--- src/rtl/mem_arb_pkg.sv ---
// rtl/mem_arb_pkg.sv - shared state type, defaults and requester indices for mem_port_arbiter
package mem_arb_pkg;

    typedef enum logic [1:0] {
        ST_IDLE  = 2'd0,
        ST_ISSUE = 2'd1,
        ST_WAIT  = 2'd2
    } arb_state_e;

    localparam int MEM_W_DEF       = 32;
    localparam int NUM_REQ_DEF     = 3;
    localparam int TIMEOUT_CYC_DEF = 1024;

    localparam int REQ_IBEX_INSTR = 0;
    localparam int REQ_IBEX_DATA  = 1;
    localparam int REQ_VICUNA     = 2;

endpackage

--- src/rtl/rr_arbiter.sv ---
// rtl/rr_arbiter.sv - round-robin winner selection starting at a pointer
module rr_arbiter #(
    parameter int NUM_REQ = 3,
    parameter int IDX_W   = 2
) (
    input  logic [NUM_REQ-1:0] req,
    input  logic [IDX_W-1:0]   ptr,
    output logic               valid,
    output logic [IDX_W-1:0]   idx
);

    int unsigned      w_sum;
    logic [IDX_W-1:0] w_pos;

    // Scan lowest priority first so the highest-priority hit is the last write.
    always_comb begin
        valid = 1'b0;
        idx   = '0;
        w_sum = 0;
        w_pos = '0;
        for (int k = NUM_REQ - 1; k >= 0; k--) begin
            w_sum = 32'(ptr) + 32'(k);
            if (w_sum >= NUM_REQ) begin
                w_sum = w_sum - NUM_REQ;
            end
            w_pos = IDX_W'(w_sum);
            if (req[w_pos]) begin
                valid = 1'b1;
                idx   = w_pos;
            end
        end
    end

endmodule

--- src/rtl/mem_port_arbiter.sv ---
// rtl/mem_port_arbiter.sv - single-outstanding round-robin arbiter from core requesters to the mmu port
module mem_port_arbiter
    import mem_arb_pkg::*;
#(
    parameter int MEM_W       = MEM_W_DEF,
    parameter int NUM_REQ     = NUM_REQ_DEF,
    parameter int TIMEOUT_CYC = TIMEOUT_CYC_DEF
) (
    input  logic                       clk,
    input  logic                       rst,
    input  logic [NUM_REQ-1:0]         req_i,
    input  logic [NUM_REQ*32-1:0]      addr_i,
    input  logic [NUM_REQ-1:0]         we_i,
    input  logic [NUM_REQ*MEM_W/8-1:0] be_i,
    input  logic [NUM_REQ*MEM_W-1:0]   wdata_i,
    output logic [NUM_REQ-1:0]         gnt_o,
    output logic [NUM_REQ-1:0]         rvalid_o,
    output logic [NUM_REQ-1:0]         err_o,
    output logic [MEM_W-1:0]           rdata_o,
    output logic                       mem_req_o,
    output logic [31:0]                mem_addr_o,
    output logic                       mem_we_o,
    output logic [MEM_W/8-1:0]         mem_be_o,
    output logic [MEM_W-1:0]           mem_wdata_o,
    input  logic                       mem_rvalid_i,
    input  logic                       mem_err_i,
    input  logic [MEM_W-1:0]           mem_rdata_i,
    output logic                       busy_o
);

    localparam int BE_W  = MEM_W / 8;
    localparam int IDX_W = (NUM_REQ > 1) ? $clog2(NUM_REQ) : 1;
    localparam int CNT_W = $clog2(TIMEOUT_CYC + 1);

    arb_state_e         r_state;
    arb_state_e         w_state_nxt;
    logic [IDX_W-1:0]   r_owner;
    logic [IDX_W-1:0]   r_rr_ptr;
    logic [CNT_W-1:0]   r_cnt;
    logic [31:0]        r_addr;
    logic               r_we;
    logic [BE_W-1:0]    r_be;
    logic [MEM_W-1:0]   r_wdata;
    logic [NUM_REQ-1:0] r_rvalid;
    logic [NUM_REQ-1:0] r_err;
    logic [MEM_W-1:0]   r_rdata;

    logic               w_win_valid;
    logic [IDX_W-1:0]   w_win_idx;
    logic [IDX_W-1:0]   w_ptr_nxt;
    logic [NUM_REQ-1:0] w_owner_oh;
    logic               w_resp;
    logic               w_finish;
    logic               w_timeout;
    logic [31:0]        w_sel_addr;
    logic               w_sel_we;
    logic [BE_W-1:0]    w_sel_be;
    logic [MEM_W-1:0]   w_sel_wdata;

    rr_arbiter #(
        .NUM_REQ (NUM_REQ),
        .IDX_W   (IDX_W)
    ) u_rr_arbiter (
        .req   (req_i),
        .ptr   (r_rr_ptr),
        .valid (w_win_valid),
        .idx   (w_win_idx)
    );

    always_comb begin
        w_sel_addr  = '0;
        w_sel_we    = 1'b0;
        w_sel_be    = '0;
        w_sel_wdata = '0;
        for (int i = 0; i < NUM_REQ; i++) begin
            if (w_win_idx == IDX_W'(i)) begin
                w_sel_addr  = addr_i[32*i +: 32];
                w_sel_we    = we_i[i];
                w_sel_be    = be_i[BE_W*i +: BE_W];
                w_sel_wdata = wdata_i[MEM_W*i +: MEM_W];
            end
        end
    end

    assign w_resp     = mem_rvalid_i | mem_err_i;
    assign w_owner_oh = NUM_REQ'(1) << r_owner;
    assign w_ptr_nxt  = (r_owner == IDX_W'(NUM_REQ - 1)) ? '0 : r_owner + 1'b1;

    always_ff @(posedge clk or negedge rst) begin
        if (!rst) begin
            r_state <= ST_IDLE;
        end else begin
            r_state <= w_state_nxt;
        end
    end

    // A response on the last wait cycle still wins over the timeout.
    always_comb begin
        w_state_nxt = r_state;
        w_finish    = 1'b0;
        w_timeout   = 1'b0;
        case (r_state)
            ST_IDLE: begin
                if (w_win_valid) begin
                    w_state_nxt = ST_ISSUE;
                end
            end
            ST_ISSUE: begin
                if (w_resp) begin
                    w_finish    = 1'b1;
                    w_state_nxt = ST_IDLE;
                end else begin
                    w_state_nxt = ST_WAIT;
                end
            end
            ST_WAIT: begin
                if (w_resp) begin
                    w_finish    = 1'b1;
                    w_state_nxt = ST_IDLE;
                end else if (r_cnt == CNT_W'(TIMEOUT_CYC - 1)) begin
                    w_timeout   = 1'b1;
                    w_finish    = 1'b1;
                    w_state_nxt = ST_IDLE;
                end
            end
            default: w_state_nxt = ST_IDLE;
        endcase
    end

    always_ff @(posedge clk or negedge rst) begin
        if (!rst) begin
            r_owner  <= '0;
            r_rr_ptr <= '0;
            r_cnt    <= '0;
            r_addr   <= '0;
            r_we     <= 1'b0;
            r_be     <= '0;
            r_wdata  <= '0;
            r_rvalid <= '0;
            r_err    <= '0;
            r_rdata  <= '0;
        end else begin
            r_rvalid <= '0;
            r_err    <= '0;
            if (r_state == ST_IDLE && w_win_valid) begin
                r_owner <= w_win_idx;
                r_addr  <= w_sel_addr;
                r_we    <= w_sel_we;
                r_be    <= w_sel_be;
                r_wdata <= w_sel_wdata;
                r_cnt   <= '0;
            end
            if (r_state == ST_WAIT && !w_finish) begin
                r_cnt <= r_cnt + 1'b1;
            end
            if (w_finish) begin
                r_rr_ptr <= w_ptr_nxt;
                if (w_timeout || mem_err_i) begin
                    r_err <= w_owner_oh;
                end else begin
                    r_rvalid <= w_owner_oh;
                    r_rdata  <= mem_rdata_i;
                end
            end
        end
    end

    assign gnt_o       = (r_state == ST_ISSUE) ? w_owner_oh : '0;
    assign mem_req_o   = (r_state == ST_ISSUE);
    assign busy_o      = (r_state != ST_IDLE);
    assign mem_addr_o  = r_addr;
    assign mem_we_o    = r_we;
    assign mem_be_o    = r_be;
    assign mem_wdata_o = r_wdata;
    assign rvalid_o    = r_rvalid;
    assign err_o       = r_err;
    assign rdata_o     = r_rdata;

endmodule
--- config.mk ---
export PLATFORM = sky130hd
export DESIGN_NAME = mem_port_arbiter
export DESIGN_NICKNAME = d
export VERILOG_FILES = /design/src/rtl/mem_arb_pkg.sv /design/src/rtl/rr_arbiter.sv /design/src/rtl/mem_port_arbiter.sv
export SDC_FILE = /design/constraint.sdc
export NUM_CORES = 1
export LEC_CHECK = 0
export CAP_MARGIN = 20
export CORE_AREA = 2 2 137 139
export CTS_CLUSTER_DIAMETER = 60
export DETAILED_ROUTE_END_ITERATION = 10
export DIE_AREA = 0 0 139 141
export PLACE_DENSITY = 0.8
export SETUP_SLACK_MARGIN = 0.15
export SYNTH_ARGS = -nofsm -noshare
export SYNTH_HDL_FRONTEND = slang
export SYNTH_SLANG_ARGS = --single-unit
--- constraint.sdc ---
create_clock -name clk -period 3.15 [get_ports clk]
set_clock_uncertainty 0.1 [all_clocks]
set_input_delay 0.4725 -clock clk [delete_from_list [all_inputs] [get_ports clk]]
set_output_delay 0.4725 -clock clk [all_outputs]
set_load 0.1 [all_outputs]
# After elaboration in Yosys (flattened, before gate mapping)
# Index checks and enable logic that the tools add are counted.
[word_totals]
regBits = 124
input_bits = 246
out_inout_bits = 112
elab_cells = 91
[classes]
addsub = 7
magnitude_cmp = 6
n_eq_ne = 8
n_shift = 1
n_mux = 46
bitwise_logic = 2
reduce_logical = 10
[op_table]
columns = ["operator", "count"]
rows = [
  ["$mux W32", 6],
  ["$mux W11", 2],
  ["$mux W2", 11],
  ["$mux W3", 5],
  ["$mux W1", 14],
  ["$mux W4", 3],
  ["$add A11 B1 Y11 const B", 1],
  ["$eq A11 B10 Y1 const B", 1],
  ["$lt A2 B3 Y1 const B", 3],
  ["$bmux W1 S2", 3],
  ["$eq A2 B2 Y1 const B", 3],
  ["$ge A3 B2 Y1 const B", 2],
  ["$pmux W2 S3", 1],
  ["$sub A2 B2 Y2 const B", 3],
  ["$eq A2 B1 Y1 const B", 2],
  ["$logic_not A2 Y1", 2],
  ["$reduce_and A2 Y1", 2],
  ["$reduce_bool A2 Y1", 2],
  ["$add A2 B1 Y3 const B", 1],
  ["$add A2 B2 Y3 const B", 1],
  ["$ne A3 B3 Y1 const B", 1],
  ["$shl A1 B2 Y3 const A", 1],
  ["$add A2 B1 Y2 const B", 1],
  ["$ge A2 B2 Y1 const B", 1],
  ["7 further kinds", 8],
]

# Depth between registers and ports, before layout
# Gate-level depths: netlist of run 1.
[depth]
depth_word = 12
depth_mapped = 11
ltp_nobuf = 7

# By module
# From an unflattened synthesis of run 1, not the netlist that was laid out.
[hier_totals]
hier_cells = 673
hier_area_um2 = 6409.9
[by_module_without_submodules]
columns = ["mod", "instances", "cells_per_inst", "area_each_um2", "seq_area_each_um2"]
rows = [
  ["mem_port_arbiter", 1, 646, 6218.5, 3103.0],
  ["rr_arbiter", 1, 27, 191.4, 0.0],
]

# Worst setup path before layout of run 1
# OpenSTA, ideal clock, no wires.
[synth_path]
path_type = "reg2out"
from = "register r_state[1]"
to = "output port gnt_o[1]"
arrival_time_ns = 3.734
t_required_ns = 2.577
setup_slack_ns = -1.157
path_stages_with_launch = 5
n_path_buf = 0
cell_sequence = "dfrtp_1 -> inv_1 -> ha_1 -> inv_1 -> nor3b_1"
[synth_via]
elab_chain_cells = 2
[synth_lines]
columns = ["element", "line_no", "rtl"]
rows = [
  ["start: declaration", "mem_port_arbiter.sv:35", "arb_state_e r_state;"],
  ["start signal: assignment", "mem_port_arbiter.sv:93", "r_state <= w_state_nxt;"],
  ["$eq A2 B1 Y1", "n/a", ""],
  ["named net mem_req_o", "mem_port_arbiter.sv:20", "output logic mem_req_o,"],
  ["$mux W3", "mem_port_arbiter.sv:168", "assign gnt_o = (r_state == ST_ISSUE) ? w_owner_oh : '0;"],
  ["end: declaration", "mem_port_arbiter.sv:16", "output logic [NUM_REQ-1:0] gnt_o,"],
]
# The timed path passes the listed nets, and every way through them passes these cells.

# Final worst setup path of run 1
[layout_path]
from = "register r_rr_ptr[1]"
to = "register r_addr[28], in the netlist mem_addr_o[28]"
[layout_via]
elab_chain_cells = 12
word_cells_on_any_way = 30
cone_classes = "5 x add/sub; 3 x order compare; 2 x eq/ne; 18 x mux; 2 x reduce/logical"
[layout_lines]
columns = ["element", "line_no", "rtl"]
rows = [
  ["start: declaration", "mem_port_arbiter.sv:38", "logic [IDX_W-1:0] r_rr_ptr;"],
  ["start signal: assignment", "mem_port_arbiter.sv:157", "r_rr_ptr <= w_ptr_nxt;"],
  ["$add A2 B2 Y3", "rr_arbiter.sv:22", "w_sum = 32'(ptr) + 32'(k);"],
  ["$ge A3 B2 Y1 or $sub A2 B2 Y2 (tied branches)", "rr_arbiter.sv:23, rr_arbiter.sv:24", ""],
  ["$mux W2", "rr_arbiter.sv:23", "if (w_sum >= NUM_REQ) begin"],
  ["$bmux W1 S2", "rr_arbiter.sv:27", "if (req[w_pos]) begin"],
  ["$mux W1 (implied by the code)", "rr_arbiter.sv:27", ""],
  ["$mux W2 (3 in series)", "rr_arbiter.sv:27", ""],
  ["$logic_not A2 Y1", "mem_port_arbiter.sv:76", "if (w_win_idx == IDX_W'(i)) begin"],
  ["$mux W32 (3 in series)", "mem_port_arbiter.sv:76", ""],
  ["end signal: assignment", "mem_port_arbiter.sv:147", "r_addr <= w_sel_addr;"],
  ["end: declaration", "mem_port_arbiter.sv:40", "logic [31:0] r_addr;"],
]
# Parallel ways exist; a longest one is shown, timed or not. The select of a mux whose other input is x is not followed.
# A chain may end at the register's enable or synchronous reset.

==> metrics.txt, run 1 <==
sequential-to-total area share from yosys stat=0.424; clock buffer count from CTS=17; effective utilization at floorplan=0.401; Hold Path Cell Cnt=2; predominant post-synthesis flop cell=sky130_fd_sc_hd__dfrtp_1; half-perimeter wire length after placement=18.8 mm; antenna violations before repair=0; total setup violations reported at the end of the flow=0; minimum clock period=2860 ps; CTS tree=yes; cell repeated most along the worst path=sky130_fd_sc_hd__buf_4; violation count after the first detailed-route iteration=487; number of H-tree levels=4; fraction of layout instances using a drive strength above 1=0.217; Total Routed Length=25.9 mm; Setup TNS Final=0 ps; post-synthesis cell area=0.00732 mm^2; number of top-level pins=358; critical path data arrival time=3020 ps; number of slew-limit violations in the final report=0; gp weighted congestion=0.828; antenna-violating nets left=0; headroom to the max-slew limit=0.473; path type of the worst setup path=register to register; sum of buffers and inverters on the critical path=3; number of violations of the max-capacitance limit=0; Die Outline Area=0.0196 mm^2; Largest delay share family, worst path=compound AO/OA/AOI/OAI gates; data required time of the worst path=3310 ps; Post-Syn Instances=776; outcome=completed; clock root buffer master=sky130_fd_sc_hd__clkbuf_16; Layout area overhead=57.2%; row count=50; maximum clock frequency=0.350 GHz; Initial DRT Pass Iterations=6; TritonCTS Sinks=124; maximum number of pins on one net before global-route repair=70; die height=141 um; vias in the first global route=7546; residual overflow from global routing=0; residual DRC count=0; kind of start point of the critical path=register; Layout fillers=1513; final worst path period share=0.907; share of synthesized flip-flops with an asynchronous set or reset=1.00; Synth Area per Inst=9.43 um^2; post-layout utilization of the core=0.630; RSZ-0062 raised after global routing=no; detail-routed via count per cell=5.60; synthesis-stage register bit count=124; highest cell delay on the worst timing path=670 ps; total routing usage reported by global routing=0.258; Cell variety after synth=53; net count after synthesis=1029; cells along the critical path=inv_1, ha_1, buf_4, nor4bb_1, o31a_2, buf_4, and3_1, a2111oi_0, o31ai_1; class of the worst hold path=register to register; warnings from Yosys=0; Die W=139 um; final-stage net count=1359; critical path's slowest cell=sky130_fd_sc_hd__a2111oi_0; instance count on the critical path=9; source-to-sink clock delay at the later pin of the worst-skew pair=410 ps; worst r2r path cells=9; worst-path fanout max=10; Final Hold Fails=0; number of enable-type register cells in the synthesized netlist=0; transition at the pin with the smallest max-transition slack=771 ps; Clk pin slew, worst setup/hold paths=60 ps; clk buf depth=2; count of vias placed by the detailed router=7579; antenna cells=0; area of the core=0.0183 mm^2; kind of end point of the critical path=register; wire length per cell=19.1 um; number of input and output port buffers inserted=357; wire length of the first global-routing pass=40.4 mm
[state kept, by name (all words and copies together) (netlist names), 3 cells and up]
signal and flops:
mem_be_o 4, r_cnt 11, mem_wdata_o 32, mem_addr_o 32, err_o 3, rvalid_o 3, rdata_o 32
[through the flow]
| stage | worst slack, ps | hold WS, ps | instance area (um^2) | std cells |
|---|---|---|---|---|
| global placement | 131 | 361 | 10900 | 1318 |
| CTS | 171 | 380 | 11500 | 1351 |
| global route | 177 | 404 | 11500 | 1353 |
| finish | 293 | 379 | 11500 | 1353 |
| floorplan | -236 | 76.9 | 7330 | 776 |
| detailed placement | 69.7 | 364 | 10900 | 1318 |
[cell families (layout without fill, tap and decap cells)]
| group | count (synthesis) | count (layout) | share of synthesized area |
|---|---|---|---|
| and+or+nand+nor | 340 | 340 | 0.235 |
| AOI/OAI and AO/OA | 180 | 180 | 0.212 |
| buffers and inverters | 86 | 429 | 0.0583 |
| xor gates and xnor gates | 2 | 2 | 0.00239 |
| adders and majority gates | 7 | 7 | 0.0120 |
| DFF | 124 | 124 | 0.424 |
| muxes | 37 | 37 | 0.0567 |
[metal layers]
layer | vias up | global-route usage | wire (um)
met3 | 48 | 0.0601 | 1750
met2 | 324 | 0.446 | 13100
met1 | 3644 | 0.316 | 10400
met5 | - | 0 | 0
li1 | 3563 | - | -
met4 | 0 | 0.0978 | 637
[placed cells by master, fill, tap and decap left out, types with 3 or more instances in the layout]
master / netlist / routed
sky130_fd_sc_hd__nor3b_1: 4 / 3
sky130_fd_sc_hd__o31ai_1: 60 / 60
sky130_fd_sc_hd__buf_4: 14 / 130
sky130_fd_sc_hd__o31ai_2: 9 / 9
sky130_fd_sc_hd__nor3_1: 6 / 4
sky130_fd_sc_hd__clkbuf_8: 0 / 3
sky130_fd_sc_hd__clkbuf_16: 0 / 17
sky130_fd_sc_hd__inv_1: 12 / 12
sky130_fd_sc_hd__dfrtp_1: 124 / 124
sky130_fd_sc_hd__o21ai_0: 10 / 10
sky130_fd_sc_hd__mux2_2: 36 / 36
sky130_fd_sc_hd__nor4_1: 3 / 3
sky130_fd_sc_hd__buf_12: 0 / 10
sky130_fd_sc_hd__nand3_1: 10 / 10
sky130_fd_sc_hd__clkdlybuf4s50_1: 0 / 243
sky130_fd_sc_hd__a21oi_1: 5 / 5
sky130_fd_sc_hd__ha_1: 7 / 7
sky130_fd_sc_hd__a21o_1: 4 / 3
sky130_fd_sc_hd__nor2b_1: 4 / 3
sky130_fd_sc_hd__nor2_1: 80 / 79
sky130_fd_sc_hd__a2111oi_2: 9 / 9
sky130_fd_sc_hd__a2111oi_0: 49 / 45
sky130_fd_sc_hd__a2111oi_1: 10 / 14
sky130_fd_sc_hd__and3_1: 137 / 137
sky130_fd_sc_hd__a2bb2oi_1: 3 / 3
sky130_fd_sc_hd__inv_6: 0 / 4
sky130_fd_sc_hd__a21boi_0: 3 / 3
sky130_fd_sc_hd__clkinvlp_4: 0 / 3
sky130_fd_sc_hd__nand2_1: 83 / 83
[final timing paths]
kind / endpoint / slack [ps] / start
max: mem_addr_o[28] / 290 / r_rr_ptr[1]
min: mem_be_o[0] / 380 / mem_be_o[0]
max reg2reg: mem_addr_o[28] / 290 / r_rr_ptr[1]
min reg2reg: mem_be_o[0] / 380 / mem_be_o[0]
max in group asynchronous: mem_addr_o[28] / 1760 / rst
min in group asynchronous: rdata_o[2] / 450 / rst
[worst reg2reg max path: stages (launching register included)]
cell	delay (ps)
sky130_fd_sc_hd__dfrtp_1	380
sky130_fd_sc_hd__inv_1	70
sky130_fd_sc_hd__ha_1	240
sky130_fd_sc_hd__buf_4	190
sky130_fd_sc_hd__nor4bb_1	140
sky130_fd_sc_hd__o31a_2	410
sky130_fd_sc_hd__buf_4	180
sky130_fd_sc_hd__and3_1	160
sky130_fd_sc_hd__a2111oi_0	670
sky130_fd_sc_hd__o31ai_1	160
[cell usage after synthesis, types with 3 or more instances]
library cell | count | area [um^2]
sky130_fd_sc_hd__and3_1 | 137 | 857
sky130_fd_sc_hd__dfrtp_1 | 124 | 3100
sky130_fd_sc_hd__nand2_1 | 83 | 312
sky130_fd_sc_hd__nor2_1 | 80 | 300
sky130_fd_sc_hd__o31ai_1 | 60 | 450
sky130_fd_sc_hd__a2111oi_0 | 49 | 429
sky130_fd_sc_hd__clkbuf_1 | 39 | 146
sky130_fd_sc_hd__mux2_2 | 36 | 405
sky130_fd_sc_hd__buf_2 | 15 | 75.1
sky130_fd_sc_hd__buf_4 | 14 | 105
sky130_fd_sc_hd__inv_1 | 12 | 45.0
sky130_fd_sc_hd__a2111oi_1 | 10 | 100
sky130_fd_sc_hd__nand3_1 | 10 | 50.1
sky130_fd_sc_hd__o21ai_0 | 10 | 50.1
sky130_fd_sc_hd__a2111oi_2 | 9 | 135
sky130_fd_sc_hd__o31ai_2 | 9 | 113
sky130_fd_sc_hd__ha_1 | 7 | 87.6
sky130_fd_sc_hd__nor3_1 | 6 | 30.0
sky130_fd_sc_hd__a21oi_1 | 5 | 25.0
sky130_fd_sc_hd__a21o_1 | 4 | 30.0
sky130_fd_sc_hd__buf_6 | 4 | 45.0
sky130_fd_sc_hd__nor2b_1 | 4 | 25.0
sky130_fd_sc_hd__nor3b_1 | 4 | 30.0
sky130_fd_sc_hd__a21boi_0 | 3 | 22.5
sky130_fd_sc_hd__a2bb2oi_1 | 3 | 26.3
sky130_fd_sc_hd__nor4_1 | 3 | 18.8
[area by class of cell]
class / count / area (um^2) / share of cell area
multi-input cells: 566 / 3840 / 0.334
repair buffers: 385 / 3620 / 0.315
flip-flops and latches: 124 / 3100 / 0.270
clock buffers: 21 / 470 / 0.0409
well taps: 234 / 293 / 0.0254
clock inverters: 11 / 131 / 0.0114
inverters: 12 / 45.0 / 0.00391
[what timing repair did]
action                                  in CTS  in global routing
endpoints found under the hold margin       34                  0
endpoints found under the setup margin       0                 21
hold buffers                                 1                  0
resized for setup                            0                  4
setup buffers                                0                  2
Power of run 1 is left out: the tool's default activity adds up to more than one toggle a clock period on the data nets, which glitch-free logic cannot reach.
==> run 2: changes to the inputs <==
CTS_CLUSTER_DIAMETER = 150   (was 60)
==> results of run 2 <==
The final DEF is identical to that of run 1; final timing and power are the same.
Power of run 2 is left out for the same reason.
==> run 3: changes to the inputs <==
MAX_ROUTING_LAYER = met4   (was default)
SKIP_LAST_GASP = 1   (was default)
TNS_END_PERCENT = 1   (was default)
==> metrics.txt, run 3 (same netlist as run 1, synthesis figures left out) <==
die height=141 um; hold worst-path end=mem_addr_o[31]; headroom to the max-slew limit=0.477; setup slack at placement=69.7 ps; worst-path fanout max=32; wire length per cell=19.1 um; violation count after the first detailed-route iteration=542; post-layout utilization of the core=0.629; PnR worst setup slack=258 ps; total routing usage reported by global routing=0.266; Final Hold Fails=0; final-stage net count=1357; number of violations of the max-capacitance limit=0; area of the core=0.0183 mm^2; residual overflow from global routing=0; clock root buffer master=sky130_fd_sc_hd__clkbuf_16; Layout area overhead=57.0%; number of H-tree levels=4; antenna-violating nets left=0; critical path data arrival time=3070 ps; source-to-sink clock delay at the later pin of the worst-skew pair=410 ps; number of input and output port buffers inserted=357; post-CTS repair timing setup buffer count=0; most common cell after layout, fill and taps aside=sky130_fd_sc_hd__clkdlybuf4s50_1; clk buf depth=2; top library cells by usage in the layout, fill and taps aside=sky130_fd_sc_hd__clkdlybuf4s50_1, sky130_fd_sc_hd__and3_1, sky130_fd_sc_hd__buf_4, sky130_fd_sc_hd__dfrtp_1, sky130_fd_sc_hd__nand2_1; kind of start point of the critical path=register; gp weighted congestion=0.841; worst r2r path cells=9; Hold Path Cell Cnt=2; half-perimeter wire length after placement=18.8 mm; TritonCTS Sinks=124; residual DRC count=0; Initial DRT Pass Iterations=5; maximum number of pins on one net before global-route repair=70; Die Outline Area=0.0196 mm^2; Die W=139 um; antenna cells=0; instance count after placement with tap cells included=1318; RSZ-0062 raised after global routing=yes; cells along the critical path=inv_1, ha_1, buf_4, nor4bb_1, o31a_2, a21oi_4, buf_4, a2111oi_1, o31ai_1; r2r startpoint=r_rr_ptr[1]; maximum clock frequency=0.346 GHz; wire length of the first global-routing pass=40.3 mm; Clk pin slew, worst setup/hold paths=60 ps; kind of end point of the critical path=register; Worst Min Path Start=mem_addr_o[31]; total setup violations reported at the end of the flow=0; Placed Instance Area=0.0109 mm^2; number of slew-limit violations in the final report=0; cell repeated most along the worst path=sky130_fd_sc_hd__buf_4; data required time of the worst path=3330 ps; row count=50; non-filler instance count after layout=1351; fraction of layout instances using a drive strength above 1=0.216; vias in the first global route=7578; path type of the worst setup path=register to register; highest cell delay on the worst timing path=540 ps; Post-Layout Inst Area=0.0115 mm^2; final worst path period share=0.918; effective utilization at floorplan=0.401; outcome=completed; critical path's slowest cell=sky130_fd_sc_hd__a2111oi_1; Register-to-Register Setup Slack=260 ps; number of top-level pins=358; transition at the pin with the smallest max-transition slack=764 ps; antenna violations before repair=0; minimum clock period=2890 ps; count of vias placed by the detailed router=7565; CTS tree=yes; terminus of the critical flop-to-flop path=mem_wdata_o[15]; clock buffer count from CTS=17; detail-routed via count per cell=5.60; class of the worst hold path=register to register; Total Routed Length=25.8 mm
-- run 3: repair_timing --
action	in CTS	in global routing
resized for setup	0	4
endpoints found under the hold margin	34	0
setup endpoints to repair	0	21
hold buffers	1	0
-- run 3: stage by stage --
step / TNS [ps] / hold WS (ps)
finish: 0 / 376
global route: 0 / 404
CTS: 0 / 380
detailed placement: 0 / 364
global placement: 0 / 361
floorplan: -460 / 76.9
-- run 3: per-layer routing --
metal  global-route usage  part of all wire  vias to the layer above
li1                     -                 -                     3563
met1                0.318              0.40                     3628
met2                0.450              0.50                      330
met3               0.0543             0.069                       44
met4               0.0957             0.025                        0
met5                    -                 0                        -
-- run 3: worst max-delay path by stage --
| stage | startpoint | slack (ps) | to |
|---|---|---|---|
| finish | r_rr_ptr[1] | 260 | mem_wdata_o[15] |
| global route | r_rr_ptr[1] | 90 | mem_wdata_o[4] |
| CTS | r_rr_ptr[1] | 170 | mem_wdata_o[15] |
| detailed placement | req_i[0] | 70 | mem_wdata_o[15] |
| global placement | req_i[0] | 130 | mem_wdata_o[15] |
| floorplan | r_state[1] | -240 | gnt_o[1] |
-- run 3: cell type report --
cell class	instances	area, um^2
Timing Repair Buffer	383	3610
Tap cell	234	293
Fill cell	1514	6780
Sequential cell	124	3100
Multi-Input combinational cell	566	3840
Clock inverter	11	131
Inverter	12	45.0
Clock buffer	21	470
-- run 3: critical path: cells and delay by family (launching register included) --
family / cells / cell delay [ps]
adder cells (fa/ha/maj): 1 / 250
buffers and inverters: 3 / 550
AO/OA/AOI/OAI: 4 / 1130
AND/OR/NAND/NOR: 1 / 310
flip-flops: 1 / 410
Power of run 3 is left out for the same reason.
==> edit 1 (config.mk and constraints of run 3) <==
The 3 states of `arb_state_e` get a one-hot encoding in 3 bits.
--- a/src/rtl/mem_arb_pkg.sv
+++ b/src/rtl/mem_arb_pkg.sv
@@ -2,8 +2,8 @@
 package mem_arb_pkg;
 
-    typedef enum logic [1:0] {
-        ST_IDLE  = 2'd0,
-        ST_ISSUE = 2'd1,
-        ST_WAIT  = 2'd2
+    typedef enum logic [2:0] {
+        ST_IDLE  = 3'b001,
+        ST_ISSUE = 3'b010,
+        ST_WAIT  = 3'b100
     } arb_state_e;
 
Behaviour: no difference found for any inputs over 4 cycles, from zero or initial values and one cycle with rst low; so few cycles prove little.
==> edit 1 against run 3 <==
Final cell count down 11%. Sequential cell count up 1. Final area down 8.1%. Area after synthesis down 12%. Wire length down 17%. Critical endpoint is now mem_addr_o[26]$_DFFE_PN0P_. Critical path type unchanged. Setup slack better by 0.23 ns.
Power is left out: the tool's default activity adds up to more than one toggle a clock period on the data nets, which glitch-free logic cannot reach.
==> edit 1: results (changes against run 3) <==
Detailed Routing Iterations Pass 1: 4 (-1)
Setup TNS: 0 ns (unchanged)
Status: completed
Hold Path Depth: 2 (unchanged)
HPWL after DPL: 15600 µm (-17%)
Critical R2R Capture: mem_addr_o[26]$_DFFE_PN0P_
Hold EP: mem_addr_o[4]$_DFFE_PN0P_
Root buf cell: clkbuf_16
Total track usage: 22.3% (-4.3 points)
Initial antenna violation count: 1 (+1)
FF-to-FF Start: r_rr_ptr[1]$_DFFE_PN0P_
Final net count: 1208 (-11%)
R2R cell count: 8 (-1)
Final setup violation count: 0 (unchanged)
DR iter-0 viols: 244 (-55%)
GPL Wtd Cong: 0.858 (+2.1%)
Hold path start: mem_addr_o[4]$_DFFE_PN0P_
Crit path DAT: 2.85 ns (-0.22 ns)
First-pass GRT wire length: 33400 µm (-17%)
CTS Buf Count: 17 (unchanged)
Yosys cell types: 49 (-7.5%)
Commonest cells in the netlist: dfrtp_1 (124), nand2_1 (88), nand3_1 (55), mux2i_1 (50), o211ai_1 (28)
IO Port Bufs: 357 (unchanged)
Async SR Flop Fraction: 100% (unchanged)
CTS max path bufs: 2 (unchanged)
Synth Net Count: 865 (-16%)
Largest net degree at the start of global routing: 84 (+20%)
Dpl ws: 0.288 ns (+0.218 ns)
H-tree Lvls: 4 (unchanged)
Critical path fanouts, max: 31 (-3.1%)
Fin. Hold Viols: 0 (unchanged)
Worst reg2reg setup slack: 0.48 ns (+0.23 ns)
Share of cells above drive strength 1: 19.9% (-1.7 points)
Worst-Margin Slew: 0.894 ns (+0.130 ns)
Worst-skew pair later-pin latency: 0.41 ns (about the same)
CTS clk-pin slew, worst paths: 0.06 ns (about the same)
Synth Warn #: 0 (unchanged)
Wire per inst: 17.7 µm (-7.4%)
Hold Path Class: flip-flop to flip-flop
Largest cells by area after synthesis: dfrtp_1 (48%), mux2i_1 (7.8%), nand2_1 (5.2%), mux2_1 (4.7%), nand3_1 (4.3%)
Via/cell ratio: 5.03 (-10%)
Sequential element share of the synthesized area: 48.8% (+6.4 points)
Vias in the first global route: 6059 (-20%)
-- edit 1: layer usage --
layer	up-vias	share of wire, %	track usage (%)
met4	0	2.3	7.87
met1	2893	42	28.1
li1	2910	-	-
met3	32	5.5	4.93
met5	-	0	-
met2	237	50	35.7
-- edit 1: worst max-delay path, cell delays in order, from the launching register on --
cell      delay [ns]
dfrtp_1         0.40
inv_1           0.09
ha_1            0.32
nand2b_1        0.20
o21ai_1         0.14
a221oi_4        0.36
buf_4           0.44
mux2i_1         0.33
o211ai_1        0.12
-- edit 1: repair_timing --
item,CTS,global route
setup endpoints to repair,0,1
hold endpoints to repair,42,0
hold buffers,1,0
gates resized for setup,0,1
buffers inserted,0,0
-- edit 1: cell type report --
type,count,area [µm²]
Antenna cell,1,2.50
Clock buffer,17,425
Clock inverter,15,208
Fill cell,1605,7710
Inverter,7,28.8
Multi-Input combinational cell,438,3020
Sequential cell,125,3130
Tap cell,234,293
Timing Repair Buffer,369,3450
-- edit 1: logic make-up after synthesis --
logic type,share of synthesized area (%)
AOI/OAI and AO/OA,16.9
DFF,48.8
buffers and inverters,4.47
and+or+nand+nor,15.3
muxes,13.6
adders and majority gates,0.781
xor gates and xnor gates,0.137
-- edit 1: how the worst max path moves through the flow --
stage	start	endpoint	slack, ns	cells after the start
after floorplan	r_owner[1]$_DFFE_PN0P_	gnt_o[1]	0.70	2
after global placement	req_i[0]	mem_be_o[1]$_DFFE_PN0P_	0.31	8
after detailed placement	req_i[1]	mem_be_o[1]$_DFFE_PN0P_	0.29	8
after CTS	r_rr_ptr[0]$_DFFE_PN0P_	mem_be_o[1]$_DFFE_PN0P_	0.42	9
after global routing	r_rr_ptr[0]$_DFFE_PN0P_	mem_be_o[1]$_DFFE_PN0P_	0.29	9
final	r_rr_ptr[1]$_DFFE_PN0P_	mem_addr_o[26]$_DFFE_PN0P_	0.48	8
-- edit 1: stage by stage --
stage	area (µm²)	cells	utilization [%]	hold slack, ns
after floorplan	6420	615	-	0.0769
after global placement	9910	1172	54.2	0.372
after detailed placement	9910	1172	54.2	0.375
after CTS	10600	1205	57.8	0.389
after global routing	10600	1206	57.8	0.407
final	10600	1206	57.8	0.383
==> edit 2 (settings of run 3) <==
Without the edit above. Change the package constant `NUM_REQ_DEF` from 3 to 2.
--- a/src/rtl/mem_arb_pkg.sv
+++ b/src/rtl/mem_arb_pkg.sv
@@ -9,5 +9,5 @@
 
     localparam int MEM_W_DEF       = 32;
-    localparam int NUM_REQ_DEF     = 3;
+    localparam int NUM_REQ_DEF     = 2;
     localparam int TIMEOUT_CYC_DEF = 1024;
 
Interface: changed (8 resized); port bits go from 358 to 285. No check against the original RTL was run, so the function may have changed too.
==> edit 2 against run 3 <==
Area after synthesis decreased by 26%. Fmax grew 31%. Sequential cell count is 4 lower. Setup slack improved by 0.69 ns. Wire length decreased by 40%. Final area fell by 23%. Synthesized cell count is 38% lower. Non-clock buffer count down 85.
Power is not shown: default switching activity piles up to over one toggle a cycle in this logic, so the estimate is an artifact.
==> edit 2: results (changes against run 3) <==
Share of cells above drive strength 1: 24.9% (+3.3 points)
Detailed Routing Iterations Pass 1: 4 (-1)
Vias in the first global route: 4769 (-37%)
First-pass GRT wire length: 24600 µm (-39%)
Met1 wire length: 6510 µm (-37%)
Routed length on met3: 955 µm (-47%)
FF-to-FF Start: r_state[1]$_DFFE_PN0P_
Drt total wl: 15400 µm (-40%)
Worst path max stage delay: 0.42 ns (-0.12 ns)
Compound-Gate Fraction of Synth Area: 10.8% (-10 points)
Yosys cell types: 40 (-25%)
Via/cell ratio: 4.57 (-18%)
Final net count: 950 (-30%)
Syn Area/Cell: 11.2 µm² (+19%)
Crit path DAT: 2.39 ns (-0.68 ns)
IO Port Bufs: 284 (-20%)
Hold EP: mem_wdata_o[29]$_DFFE_PN0P_
Xor and xnor area share after synthesis: 0% (-0.24 points)
Met2 WL post-DR: 7620 µm (-42%)
Slowest-stage cell, CP: buf_4
HPWL after DPL: 11600 µm (-38%)
Met2 usage: 26.8% (-18 points)
Met3 Use GR: 4.11% (-1.3 points)
Hold path start: mem_wdata_o[29]$_DFFE_PN0P_
GPL Wtd Cong: 0.802 (-4.7%)
Largest cells by area after synthesis: dfrtp_1 (56%), mux2i_1 (13%), o21ai_0 (7.2%), mux2_2 (6.7%), nand2_1 (5.4%)
Met1 Resource Use GR: 19.6% (-12 points)
Sequential element share of the synthesized area: 55.7% (+13 points)
Commonest cells in the netlist: dfrtp_1 (120), o21ai_0 (78), nand2_1 (77), mux2i_1 (71), mux2_2 (32)
Status: completed
==> edit 2: changes by cell type in the layout (fill, tap and decap cells not counted), moves of 8 or more <==
cell | before | now
nor2_1 | 79 | 5
a2111oi_2 | 9 | 0
clkdlybuf4s50_1 | 243 | 174
o31ai_1 | 60 | 1
mux2i_1 | 1 | 71
o31ai_2 | 9 | 0
buf_4 | 128 | 120
o21ai_0 | 10 | 77
a2111oi_1 | 14 | 0
and3_1 | 137 | 4
a2111oi_0 | 45 | 0
==> edit 2: final cells by class <==
class / instances / area, µm²
inverters: 13 / 48.8
flip-flops and latches: 120 / 3000
clock buffers: 20 / 457
well taps: 234 / 293
fillers: 1687 / 9390
multi-input cells: 320 / 2240
repair buffers: 298 / 2710
clock inverters: 12 / 126
==> edit 2: through the flow <==
| stage | instance area, µm² | worst slack, ns | hold slack, ns |
|---|---|---|---|
| 2_1_floorplan | 5390 | 0.314 | 0.0769 |
| 3_3_place_gp | 8290 | 0.644 | 0.362 |
| 3_5_place_dp | 8290 | 0.642 | 0.372 |
| 4_1_cts | 8880 | 0.935 | 0.385 |
| 5_1_grt | 8880 | 0.805 | 0.395 |
| 6_report | 8880 | 0.949 | 0.378 |
==> edit 2: logic make-up after synthesis <==
| group | count (synthesis) |
|---|---|
| adders and majority gates | 4 |
| AOI/OAI and AO/OA | 102 |
| muxes | 103 |
| and+or+nand+nor | 111 |
| buffers and inverters | 41 |
| DFF | 120 |
==> edit 2: worst register-to-register path, stage by stage (launching register included) <==
cell and delay (ns):
dfrtp_1 0.39, inv_1 0.08, ha_1 0.33, o21ai_1 0.16, nor3b_4 0.19, buf_4 0.42
mux2_2 0.41
